`src/rtl/shift_arb_ctrl.sv`:
```
// Two-requester arbiter feeding a WIDTH-bit MSB-first serializer.
// Define SHIFT_ARB_RR_EN for round-robin arbitration; fixed priority (requester 0) otherwise.
module shift_arb_ctrl #(
   parameter int WIDTH = 8
) (
   input  logic             clk,
   input  logic             rst,
   input  logic             req0,
   input  logic [WIDTH-1:0] data0,
   input  logic             req1,
   input  logic [WIDTH-1:0] data1,
   output logic             gnt0,
   output logic             gnt1,
   output logic             sdo,
   output logic             sdo_valid,
   output logic             busy,
   output logic             done,
   output logic             owner
);

   localparam int CW = (WIDTH > 1) ? $clog2(WIDTH) : 1;
   localparam logic [CW-1:0] CNT_LAST = CW'(WIDTH - 1);

   typedef enum logic {
      IDLE  = 1'b0,
      SHIFT = 1'b1
   } state_t;

   state_t           state_q, state_d;
   logic [WIDTH-1:0] shreg_q, shreg_d;
   logic [CW-1:0]    cnt_q, cnt_d;
   logic             gnt0_q, gnt0_d;
   logic             gnt1_q, gnt1_d;
   logic             done_q, done_d;
   logic             owner_q, owner_d;
   logic             win;

   always_comb begin
`ifdef SHIFT_ARB_RR_EN
      win = (req0 & req1) ? ~owner_q : req1;
`else
      win = (req0 & req1) ? 1'b0 : req1;
`endif
      state_d = state_q;
      shreg_d = shreg_q;
      cnt_d   = cnt_q;
      owner_d = owner_q;
      gnt0_d  = 1'b0;
      gnt1_d  = 1'b0;
      done_d  = 1'b0;
      case (state_q)
         IDLE: begin
            if (req0 | req1) begin
               state_d = SHIFT;
               shreg_d = win ? data1 : data0;
               cnt_d   = '0;
               owner_d = win;
               gnt0_d  = ~win;
               gnt1_d  = win;
            end
         end
         SHIFT: begin
            // The final shift empties shreg, so sdo reads 0 again once IDLE.
            shreg_d = {shreg_q[WIDTH-2:0], 1'b0};
            if (cnt_q == CNT_LAST) begin
               state_d = IDLE;
               cnt_d   = '0;
               done_d  = 1'b1;
            end else begin
               cnt_d = cnt_q + 1'b1;
            end
         end
         default: state_d = IDLE;
      endcase
   end

   always_ff @(posedge clk) begin
      if (rst) begin
         state_q <= IDLE;
         shreg_q <= '0;
         cnt_q   <= '0;
         gnt0_q  <= 1'b0;
         gnt1_q  <= 1'b0;
         done_q  <= 1'b0;
         owner_q <= 1'b1;
      end else begin
         state_q <= state_d;
         shreg_q <= shreg_d;
         cnt_q   <= cnt_d;
         gnt0_q  <= gnt0_d;
         gnt1_q  <= gnt1_d;
         done_q  <= done_d;
         owner_q <= owner_d;
      end
   end

   assign gnt0      = gnt0_q;
   assign gnt1      = gnt1_q;
   assign done      = done_q;
   assign owner     = owner_q;
   assign busy      = (state_q == SHIFT);
   assign sdo_valid = (state_q == SHIFT);
   assign sdo       = shreg_q[WIDTH-1];

endmodule
```
`config.mk`:
```
export PLATFORM = sky130hd
export DESIGN_NAME = shift_arb_ctrl
export DESIGN_NICKNAME = d
export VERILOG_FILES = /design/src/rtl/shift_arb_ctrl.sv
export SDC_FILE = /design/constraint.sdc
export NUM_CORES = 1
export LEC_CHECK = 0
export BUFFER_PORTS_ARGS = -buffer_cell sky130_fd_sc_hd__buf_2
export CAP_MARGIN = 20
export CORE_MARGIN = 4
export CORE_UTILIZATION = 43
export DETAILED_ROUTE_END_ITERATION = 10
export GPL_TIMING_DRIVEN = 0
export PLACE_DENSITY = 0.7
export SLEW_MARGIN = 10
export SYNTH_ARGS = -nofsm -noshare
export SYNTH_HDL_FRONTEND = slang
export SYNTH_SLANG_ARGS = --single-unit
export TNS_END_PERCENT = 1
```
`constraint.sdc`:
```
create_clock -name clk -period 1.05 [get_ports clk]
set_clock_uncertainty 0.05 [all_clocks]
set_input_delay 0.21 -clock clk [delete_from_list [all_inputs] [get_ports clk]]
set_output_delay 0.21 -clock clk [all_outputs]
set_load 0.01 [all_outputs]
```
After elaboration in Yosys (flattened, before gate mapping)

Cells that the tools add are included.
Widths: inputs -> output; s select.

Bits in latches: 0
Logic and storage cells: 29
Output and inout bits: 7
ROM bits: 0
Flip-flop bits (word level): 16
Memories: 0
RAM bits: 0

Add/sub/neg operators: 1
Divide/modulo/power cells: 0
Reduce and logical (&&, ||, !) cells: 3
Muxes and demuxes: 11
Order comparisons: 0
Bitwise logic cells: 5
Multiply operators: 0
Shift operators: 0
Equality and inequality tests: 2

Operator list:

| cell                | count |
|---|---|
| $mux 8              | 2 |
| $pmux 8 s2          | 1 |
| $mux 3              | 2 |
| $pmux 3 s2          | 1 |
| $mux 1              | 4 |
| $add 3x1->3 const B | 1 |
| $eq 3x3->1 const B  | 1 |
| $not 1->1           | 3 |
| $reduce_or 3->1     | 1 |
| $ne 2x2->1 const B  | 1 |
| $pmux 1 s2          | 1 |
| $reduce_and 2->1    | 1 |
| $reduce_or 2->1     | 1 |
| $and 1x1->1         | 1 |
| $or 1x1->1          | 1 |

Depth between registers and ports, before layout

Gate-level depths: netlist of the first run.

Word-level depth: 5
Depth in mapped cells: 5
Mapped depth without buffers: 5

Least setup slack after synthesis of the first run

No wires, ideal clock.

Kind: reg2reg
Start point: register state_q (netlist: busy)
End point: register shreg_q[2]
Clock period less this slack: 1.140 ns
Setup time: 0.079 ns
Setup slack: -0.090 ns
Stages on the path, launching flop included: 5
Arrival time: 1.011 ns
Buffers on the path: 2
Cells stage by stage: dfxtp_1 > buf_2 > buf_2 > nand2_1 > o221ai_2

Longest elaborated chain between the ends: 2
Elaborated cells between the ends (all ways): 3
Classes of those cells: eq/ne (1); mux (1); bitwise (1)

RTL lines:

| element                                  | RTL line | source |
|---|---|---|
| from (decl)                              | 29       | `state_t state_q, state_d;` |
| from (signal assigned)                   | 87       | `state_q <= state_d;` |
| $not 1->1                                | --       |  |
| $pmux 8 s2 or $ne 2x2->1 (tied branches) | --       |  |
| to (signal assigned)                     | 88       | `shreg_q <= shreg_d;` |
| to (decl)                                | 30       | `logic [WIDTH-1:0] shreg_q, shreg_d;` |

Several ways; a longest one is shown, not always the timed one.
A chain may end at the register's enable or synchronous reset.

Final worst setup path of the first run

Start point: register state_q (netlist: busy)
End point: output port sdo_valid

RTL lines:

| element   | RTL line | source |
|---|---|---|
| to (decl) | 15       | `output logic sdo_valid,` |

No word-level cell between the ends.

==> impl_metrics.ini, run 1 <==
[worst_setup_path]
slowest_stage = dfxtp_4
cpPeakStageDelay_ns = 0.37
cp_top_family = flip-flops
reg2reg_depth = 3
cp.buffers_inverters = 2
timing.rr.start = busy$_SDFF_PP0_
r2r-end = shreg_q[3]$_SDFFE_PP0P_
cp.arrival_ns = 0.87
crit_top_cell = buf_6
path_class = reg2out
end_kind = output port
crit_fanout = 5
start_kind = flip-flop
reg2reg_setup_slack_ns = -0.04
critPathRequiredTime_ns = 0.79
path_cells = buf_6 > buf_6

[route]
first_iter_violations = 11
drtAntennaViolNets = 0
met1_length_um = 838
drt_wl_total_um = 1760
met3WireLength_um = 98
routed.top_layer = met4
via_per_inst = 5.14
dr_wl_met2_um = 800
vias = 694
first_pass_iters = 2
remaining_drc_errors = 0
wl_per_cell_um = 13.0

[timing]
max-slew-margin-rel_pct = 64.4
setup_viol = 12
fmax_mhz = 886
rsz0062_at_grt = true
setup_ws_ns = -0.0781
fin_crit_ns = 1.13
tightest_slew_ns = 0.535
finalHoldViolations = 0
timing.final.crit_share_pct = 107
finalMaxSlewViolations = 0

[power_and_ir_drop]
vdd_ir_drop_max_mv = 0.583
leakage_nw = 0.466
cellPowerDensity_mw_per_mm2 = 1150

[logic_synthesis]
syn_area_um2 = 816
synth_edf_count = 0
ys_warn_count = 0
synth_mux_area_share_pct = 9.82
synth-async-reset-ratio_pct = 0
yosys.cell_count.top_type = dfxtp_1
synth-adder-area-share_pct = 4.60
synth_area_leaders = dfxtp_1 (39%), o221ai_2 (13%), mux2i_1 (9.8%)
synth_commonest_cells = dfxtp_1 (16), nand2_1 (9), mux2i_1 (8)
synth_xor_area_share_pct = 0
syn-num-nets = 103
synth_top_area_share_pct = 39.3
ys_ff_latch = 16
ys_types = 23
syn_avg_cell_area_um2 = 10.2
synth-main-ff-cell = dfxtp_1
synth-simple-area-share_pct = 20.7
synth_top_area_cell = dfxtp_1
synth_compound_area_share_pct = 18.1
synth_top_family_by_area = simple AND/OR/NAND/NOR gates
netlist_instances = 80
yosysSeqAreaShare_pct = 39.3

[finish]
antenna_cells = 0
drive_above_1_share_pct = 54.5
fillCellCount = 163
syn2layout_area_growth_pct = 40.2
fin_cells = 135
post-route-util_pct = 64.8
final_nets = 134
seq_area_um2 = 332
multi_input_area_um2 = 527

[global_routing]
grt_pass1_wl_um = 3070
grt_max_degree = 11
grt-ovfl-total = 0
grt_usage_pct = 15.3
antenna_found_initial = 0
grt_pass1_vias = 686

[worst_hold_path]
min_to = gnt1$_SDFF_PP0_
min-delay-start = req0
min_path_cells = 2
hold_path_class = in2reg

[placed_design]
port-buffer-count = 25
hpwl_um = 1220
place_congestion = 0.721
placedCellCount = 130

[floorplanning]
die_h_um = 51.6
design.core.area_mm2 = 0.00176
start_util_pct = 46.2
die_w_um = 51.6
dieArea_mm2 = 0.00266
ioPinCount = 27
num_rows = 15

[cts]
cts-root-buf = clkbuf_4
cts_tree = yes
clk_path_buf_depth = 2
cts_sinks = 16
htree_num_levels = 1
insertion_delay_ns = 0.28
clk_pin_slew_ns = 0.09
cts_made_buffers = 3

[flow_run]
maxCapViolations = 0

[run_status]
status = finished with violations
violations = setup timing
[cell type report]
cell class                 instances  area share [%]
multi-input combinational         54            46.1
inverter                           1           0.328
timing repair buffer              26            12.1
clock buffer                       4            3.17
sequential                        16            29.0
tap                               25            2.74
buffer                             9            6.56
[worst max-delay path by stage]
stage | start | endpoint | depth (start not counted)
after floorplan | cnt_q[0]$_SDFFE_PP0P_ | cnt_q[2]$_SDFFE_PP0P_ | 4
after global placement | req1 | shreg_q[3]$_SDFFE_PP0P_ | 4
after detailed placement | req1 | shreg_q[3]$_SDFFE_PP0P_ | 4
after CTS | busy$_SDFF_PP0_ | sdo_valid | 2
after global routing | busy$_SDFF_PP0_ | cnt_q[2]$_SDFFE_PP0P_ | 4
final | busy$_SDFF_PP0_ | sdo_valid | 2
[through the flow]
| stage | power, mW | hold slack (ns) | setup WS, ns | instance area [um^2] | setup TNS (ns) |
|---|---|---|---|---|---|
| after floorplan | 0.819 | 0.318 | -0.0256 | 825 | -0.0333 |
| after global placement | 0.893 | 0.375 | -0.133 | 981 | -1.04 |
| after detailed placement | 0.897 | 0.373 | -0.157 | 981 | -1.21 |
| after CTS | 1.31 | 0.0769 | -0.0836 | 1050 | -0.511 |
| after global routing | 1.39 | 0.100 | -0.114 | 1140 | -0.987 |
| final | 1.31 | 0.107 | -0.0781 | 1140 | -0.349 |
[sequential cells by signal, indices dropped and copies added, names as in the netlist]
| name | cells |
|---|---|
| cnt_q | 3 |
| done | 1 |
| gnt1 | 1 |
| gnt0 | 1 |
| busy | 1 |
| owner | 1 |
| shreg_q | 8 |
[cell families (layout without fill, tap and decap cells)]
group | Yosys count | in the layout
multiplexers | 8 | 8
flip-flops | 16 | 16
AO/OA/AOI/OAI | 14 | 14
AND/OR/NAND/NOR | 29 | 29
buffers and inverters | 10 | 40
adder cells (fa/ha/maj) | 3 | 3
[placed cells by master (no fill, tap or decap)]
| cell type | n |
|---|---|
| nor2_1 | 4 |
| dfxtp_1 | 13 |
| a21oi_2 | 1 |
| mux2i_1 | 8 |
| nor4b_2 | 2 |
| buf_1 | 1 |
| or3_4 | 1 |
| nor3b_1 | 2 |
| dfxtp_4 | 3 |
| o221ai_2 | 7 |
| nor4b_4 | 1 |
| nand2_1 | 9 |
| nor2b_1 | 1 |
| ha_4 | 3 |
| buf_4 | 1 |
| a211oi_2 | 1 |
| clkbuf_4 | 3 |
| o21bai_1 | 1 |
| clkbuf_8 | 1 |
| a22oi_2 | 1 |
| buf_2 | 26 |
| nand3b_1 | 7 |
| clkbuf_2 | 1 |
| buf_6 | 6 |
| nor3_4 | 1 |
| a21oi_1 | 2 |
| nor2_2 | 1 |
| inv_1 | 1 |
| o21ai_0 | 1 |
[power by group]
part | switching [mW] | internal [mW]
clock | 0.185 | 0.211
sequential | 0.0236 | 0.639
combinational | 0.127 | 0.128
total | 0.336 | 0.978
[routing by layer]
metal	track usage, %	up-vias
met3	3.15	2
met4	7.42	0
met5	0	-
met2	24.2	18
li1	-	348
met1	19.6	326
[timing repair]
item                       in CTS  in global routing
setup endpoints to repair      14                 17
gates resized for setup         9                 15
setup buffers                   0                  1
pin swaps                       0                  2
hold buffers                    0                  0
No activity file was read; power rests on OpenSTA's default activity.
==> run 2: changes to the inputs <==
CORE_UTILIZATION = 42   (was 43)
PLACE_DENSITY = 0.69   (was 0.7)
SETUP_SLACK_MARGIN = 0.05   (was default)
==> run 2 against run 1 <==
  * The run still ends with setup timing left
  * Clock-buffer cell count unchanged
  * Combinational power about the same
  * Sequential share of layout area increased by 0.23 points
  * Maximum frequency decreased by 0.65%
  * Power increased by 0.68%
  * Clock power increased by 2%
  * First-iteration DRC count decreased by 27%
==> impl_metrics.ini, run 2 (synthesized netlist as in run 1, its figures left out) <==
[run_status]
status = finished with violations
violations = setup timing

[worst_setup_path]
cp.arrival_ns = 0.88
crit_fanout = 5
cp_top_family = flip-flops
cp.buffers_inverters = 2
slowest_stage = dfxtp_4
cpPeakStageDelay_ns = 0.37
end_kind = output port
crit_top_cell = buf_6
path_cells = buf_6 > buf_6
start_kind = flip-flop
path_class = reg2out
critPathRequiredTime_ns = 0.79

[placed_design]
hpwl_um = 1330
dpl-instance-area_mm2 = 0.00102
port-buffer-count = 25
placedCellCount = 130
place_congestion = 0.739

[finish]
final_cell_area_mm2 = 0.00113
drive_above_1_share_pct = 54.1
layout_common_cells = buf_2 (24), dfxtp_1 (11), nand2_1 (9)
fin_cells = 134
seq_area_um2 = 329
syn2layout_area_growth_pct = 38.0
fillCellCount = 153
multi_input_area_um2 = 507
reg_top3 = shreg_q x8, cnt_q x3
final_nets = 133
largest_register_ffs = 8
antenna_cells = 0
regMostFlops = shreg_q
final_common_cell = buf_2

[floorplanning]
die_h_um = 52.1
dieArea_mm2 = 0.00271
start_util_pct = 45.8
ioPinCount = 27
num_rows = 15
die_w_um = 52.1
design.core.area_mm2 = 0.00178

[cts]
cts_made_buffers = 3
clk_path_buf_depth = 2
htree_num_levels = 1
cts-root-buf = clkbuf_4
clk_pin_slew_ns = 0.09
cts_setup_buffers = 0
cts_tree = yes
cts_sinks = 16
insertion_delay_ns = 0.28

[global_routing]
grt_usage_pct = 15.8
grt_pass1_wl_um = 3110
grt-ovfl-total = 0
antenna_found_initial = 0
grt_pass1_vias = 678
grt_max_degree = 11

[timing]
tightest_slew_ns = 0.574
setup_viol = 14
timing.final.crit_share_pct = 108
max-slew-margin-rel_pct = 61.7
rsz0062_at_grt = true
finalMaxSlewViolations = 0
fin_setup_tns_ns = -0.523
fin_crit_ns = 1.14
fin_hold_ws_ns = 0.0743
finalHoldViolations = 0
setup_ws_ns = -0.0855
fmax_mhz = 881

[route]
first_pass_iters = 4
drt_wl_total_um = 1810
remaining_drc_errors = 0
drtAntennaViolNets = 0
vias = 706
first_iter_violations = 8
wl_per_cell_um = 13.5
via_per_inst = 5.27

[power_and_ir_drop]
cellPowerDensity_mw_per_mm2 = 1180
power_mw = 1.32
leakage_nw = 0.467
vdd_ir_drop_max_mv = 0.607

[flow_run]
maxCapViolations = 0

[worst_hold_path]
hold_path_class = in2reg
==> run 2: cell types whose count changed in the layout (fill, tap and decap cells not counted), sizes merged <==
cell	change
buf	-1
==> run 2: path summary, 6_finish.rpt <==
check                                             start                 endpoint  slack (ns)  depth (start not counted)
worst max register to register          busy$_SDFF_PP0_    cnt_q[0]$_SDFFE_PP0P_       -0.07                          4
worst min register to register  shreg_q[5]$_SDFFE_PP0P_  shreg_q[6]$_SDFFE_PP0P_        0.46                          2
worst min-delay path                               req0          gnt1$_SDFF_PP0_        0.07                          2
worst max-delay path                    busy$_SDFF_PP0_                sdo_valid       -0.09                          2
==> run 2: stage by stage <==
stage	util, %	setup slack [ns]
after floorplan	-	0.00638
after global placement	57.1	-0.162
after detailed placement	57.1	-0.170
after CTS	61.4	-0.0988
after global routing	63.2	-0.141
final	63.2	-0.0855
==> run 2: layout make-up <==
| cell class | instances | area share [%] |
|---|---|---|
| plain buffers | 9 | 6.67 |
| clock buffers | 4 | 3.22 |
| flip-flops and latches | 16 | 29.2 |
| multi-input cells | 54 | 45.0 |
| repair buffers | 25 | 12.8 |
| well taps | 25 | 2.78 |
| inverters | 1 | 0.333 |
==> run 2: metal layers <==
metal | track usage (%) | wire [um] | vias to the layer above
met4 | 7.86 | 29 | 0
met5 | 0 | 0 | -
met3 | 3.72 | 132 | 4
met1 | 19.5 | 762 | 333
met2 | 25.5 | 881 | 21
li1 | - | - | 348
==> run 2: repair_timing <==
item	in CTS	in global routing
gates cloned	0	0
resized for setup	9	6
endpoints found under the setup margin	19	23
pin swaps	0	0
endpoints found under the hold margin	0	0
hold buffers	0	0
==> run 2: report_power, final <==
group,internal (mW),switching [mW],total (mW)
sequential,0.643,0.0230,0.666
clock,0.211,0.192,0.403
combinational,0.129,0.124,0.254
==> run 3: changes to the inputs <==
ABC_AREA = 1   (was default)
PLACE_DENSITY = 0.68   (was 0.69)
TNS_END_PERCENT = 30   (was 1)
==> run 3 against run 2 <==
  * The flow still finishes with violations (setup timing)
  * First-iteration DRC count grew to 2.6 times the previous value
  * Sequential power grew 1%
  * Register-to-register slack lost 0.03 ns
  * Sequential cell count is the same
  * Hold slack gained 0.047 ns
  * Clock-buffer cell count is the same
  * Setup slack lost 0.011 ns
  * Global-route usage grew 0.88 points
  * Via count grew 21%
  * Utilization shrank 1.9 points
  * Non-clock buffer count shrank 1
==> impl_metrics.ini, run 3 <==
[floorplanning]
die_h_um = 53.1
start_util_pct = 43.9
num_rows = 16
dieArea_mm2 = 0.00282
ioPinCount = 27
design.core.area_mm2 = 0.00194
die_w_um = 53.1

[route]
remaining_drc_errors = 0
first_pass_iters = 4
vias = 853
first_iter_violations = 21
via_per_inst = 4.66
met3WireLength_um = 107
wl_per_cell_um = 10.6
drt_wl_total_um = 1950
dr_wl_met2_um = 960
met1_length_um = 861
drtAntennaViolNets = 0
routed.top_layer = met4

[worst_hold_path]
min-delay-start = rst
min_to = cnt_q[2]$_SDFFE_PP0P_
min_path_cells = 2
hold_path_class = in2reg

[global_routing]
grt_pass1_wl_um = 3410
grt_pass1_vias = 766
grt-ovfl-total = 0
grt_usage_pct = 16.7
grt_max_degree = 11
antenna_found_initial = 0

[cts]
cts_made_buffers = 3
clk_path_buf_depth = 2
cts_tree = yes
htree_num_levels = 1
insertion_delay_ns = 0.28
hold_buffers = 0
cts-root-buf = clkbuf_4
clk_pin_slew_ns = 0.10
cts_sinks = 16

[power_and_ir_drop]
vdd_ir_drop_max_mv = 0.594
cellPowerDensity_mw_per_mm2 = 1150
leakage_nw = 0.583

[worst_setup_path]
reg2reg_depth = 6
end_kind = flip-flop
r2r-end = shreg_q[2]$_SDFFE_PP0P_
path_class = reg2reg
critPathRequiredTime_ns = 1.16
cp.arrival_ns = 1.25
reg2reg_setup_slack_ns = -0.1
crit_fanout = 7
timing.rr.start = busy$_SDFF_PP0_
start_kind = flip-flop

[finish]
post-route-util_pct = 61.2
fillCellCount = 184
final_common_cell = nand2_1
syn2layout_area_growth_pct = 39.3
drive_above_1_share_pct = 37.2
multi_input_area_um2 = 485
seq_area_um2 = 327
layout_common_cells = nand2_1 (27), inv_1 (23), buf_2 (23)
final_nets = 180
regMostFlops = shreg_q
reg_top3 = shreg_q x8, cnt_q x3
largest_register_ffs = 8
antenna_cells = 0

[logic_synthesis]
synth_commonest_cells = nand2_1 (28), inv_1 (24), nand3_1 (22)
synth-async-reset-ratio_pct = 0
syn_area_um2 = 853
synth_top_area_share_pct = 37.5
syn-num-nets = 147
yosys.cell_count.top_type = nand2_1
ys_warn_count = 0
synth-main-ff-cell = dfxtp_1
synth_top_area_cell = dfxtp_1
ys_types = 20
yosysSeqAreaShare_pct = 37.5
netlist_instances = 124
synth_area_leaders = dfxtp_1 (38%), nand3_1 (13%), nand2_1 (12%)
ys_ff_latch = 16
syn_avg_cell_area_um2 = 6.88
synth_edf_count = 0

[timing]
setup_viol = 8
tightest_slew_ns = 0.477
fin_crit_ns = 1.15
setup_ws_ns = -0.0967
finalMaxSlewViolations = 0
timing.final.crit_share_pct = 109
fmax_mhz = 872
finalHoldViolations = 0
rsz0062_at_grt = true
max-slew-margin-rel_pct = 68.2
fin_hold_ws_ns = 0.122

[run_status]
violations = setup timing
status = finished with violations

[placed_design]
hpwl_um = 1360
port-buffer-count = 26
place_congestion = 0.796

[flow_run]
maxCapViolations = 0
## run 3: changes by cell type in the layout (fill, tap and decap cells not counted), moves of 3 or more
cell / delta
inv_1: +22
nand2_1: +18
nand3_1: +17
mux2i_1: -8
a21oi_1: +7
o221ai_2: -7
nand3b_1: -6
nand3_2: +5
buf_4: +3
## run 3: kinds of logic after synthesis
family,count (synthesis),share of synthesized area [%]
and+or+nand+nor,61,34.2
AOI/OAI and AO/OA,14,8.80
adders and majority gates,3,4.40
DFF,16,37.5
buffers and inverters,30,15.1
## run 3: repair_timing
item / 4_1_cts / 5_1_grt
setup buffers: 2 / 0
pin swaps: 8 / 2
gates resized for setup: 17 / 7
cloned: 0 / 0
setup endpoints to repair: 18 / 23
## run 3: worst max-delay path by stage
stage                          startpoint                 endpoint  slack (ns)  depth (start not counted)
floorplan           cnt_q[0]$_SDFFE_PP0P_    cnt_q[2]$_SDFFE_PP0P_        0.01                          4
global placement          busy$_SDFF_PP0_  shreg_q[1]$_SDFFE_PP0P_       -0.02                          6
detailed placement                   req0  shreg_q[2]$_SDFFE_PP0P_       -0.07                          6
CTS                       busy$_SDFF_PP0_                sdo_valid       -0.07                          2
global route              busy$_SDFF_PP0_  shreg_q[2]$_SDFFE_PP0P_       -0.16                          6
finish                    busy$_SDFF_PP0_  shreg_q[2]$_SDFFE_PP0P_        -0.1                          6
## run 3: power breakdown
| group | switching, mW | internal [mW] |
|---|---|---|
| logic | 0.153 | 0.129 |
| registers | 0.0267 | 0.648 |
| clock network | 0.195 | 0.211 |
## run 3: critical path, cell delays in order, from the launching register on
cell and delay, ns:
dfxtp_2 0.37, buf_8 0.14, clkinvlp_4 0.17, nand3_2 0.11
nand2_1 0.05, inv_1 0.06, a21oi_1 0.06
## run 3: cell type report
| type | instances | area share, % |
|---|---|---|
| multi-input cells | 78 | 40.8 |
| flip-flops and latches | 16 | 27.5 |
| repair buffers | 28 | 13.8 |
| inverters | 25 | 8.21 |
| plain buffers | 5 | 3.79 |
| clock buffers | 4 | 3.05 |
| well taps | 27 | 2.84 |
## run 3: per-layer routing
layer	vias to the layer above	track usage [%]
li1	454	-
met4	0	7.66
met2	26	28.1
met3	2	2.54
met1	371	20.7
met5	-	0
## run 3: metrics by stage
step | worst slack, ns | instances | power [mW] | TNS (ns) | area (um^2)
3_5_place_dp | -0.0692 | 177 | 0.923 | -0.345 | 1030
2_1_floorplan | 0.0140 | 124 | 0.834 | 0 | 863
3_3_place_gp | -0.0198 | 177 | 0.915 | -0.118 | 1030
4_1_cts | -0.0678 | 183 | 1.36 | -0.479 | 1160
6_report | -0.0967 | 183 | 1.36 | -0.582 | 1190
5_1_grt | -0.155 | 183 | 1.46 | -1.42 | 1190
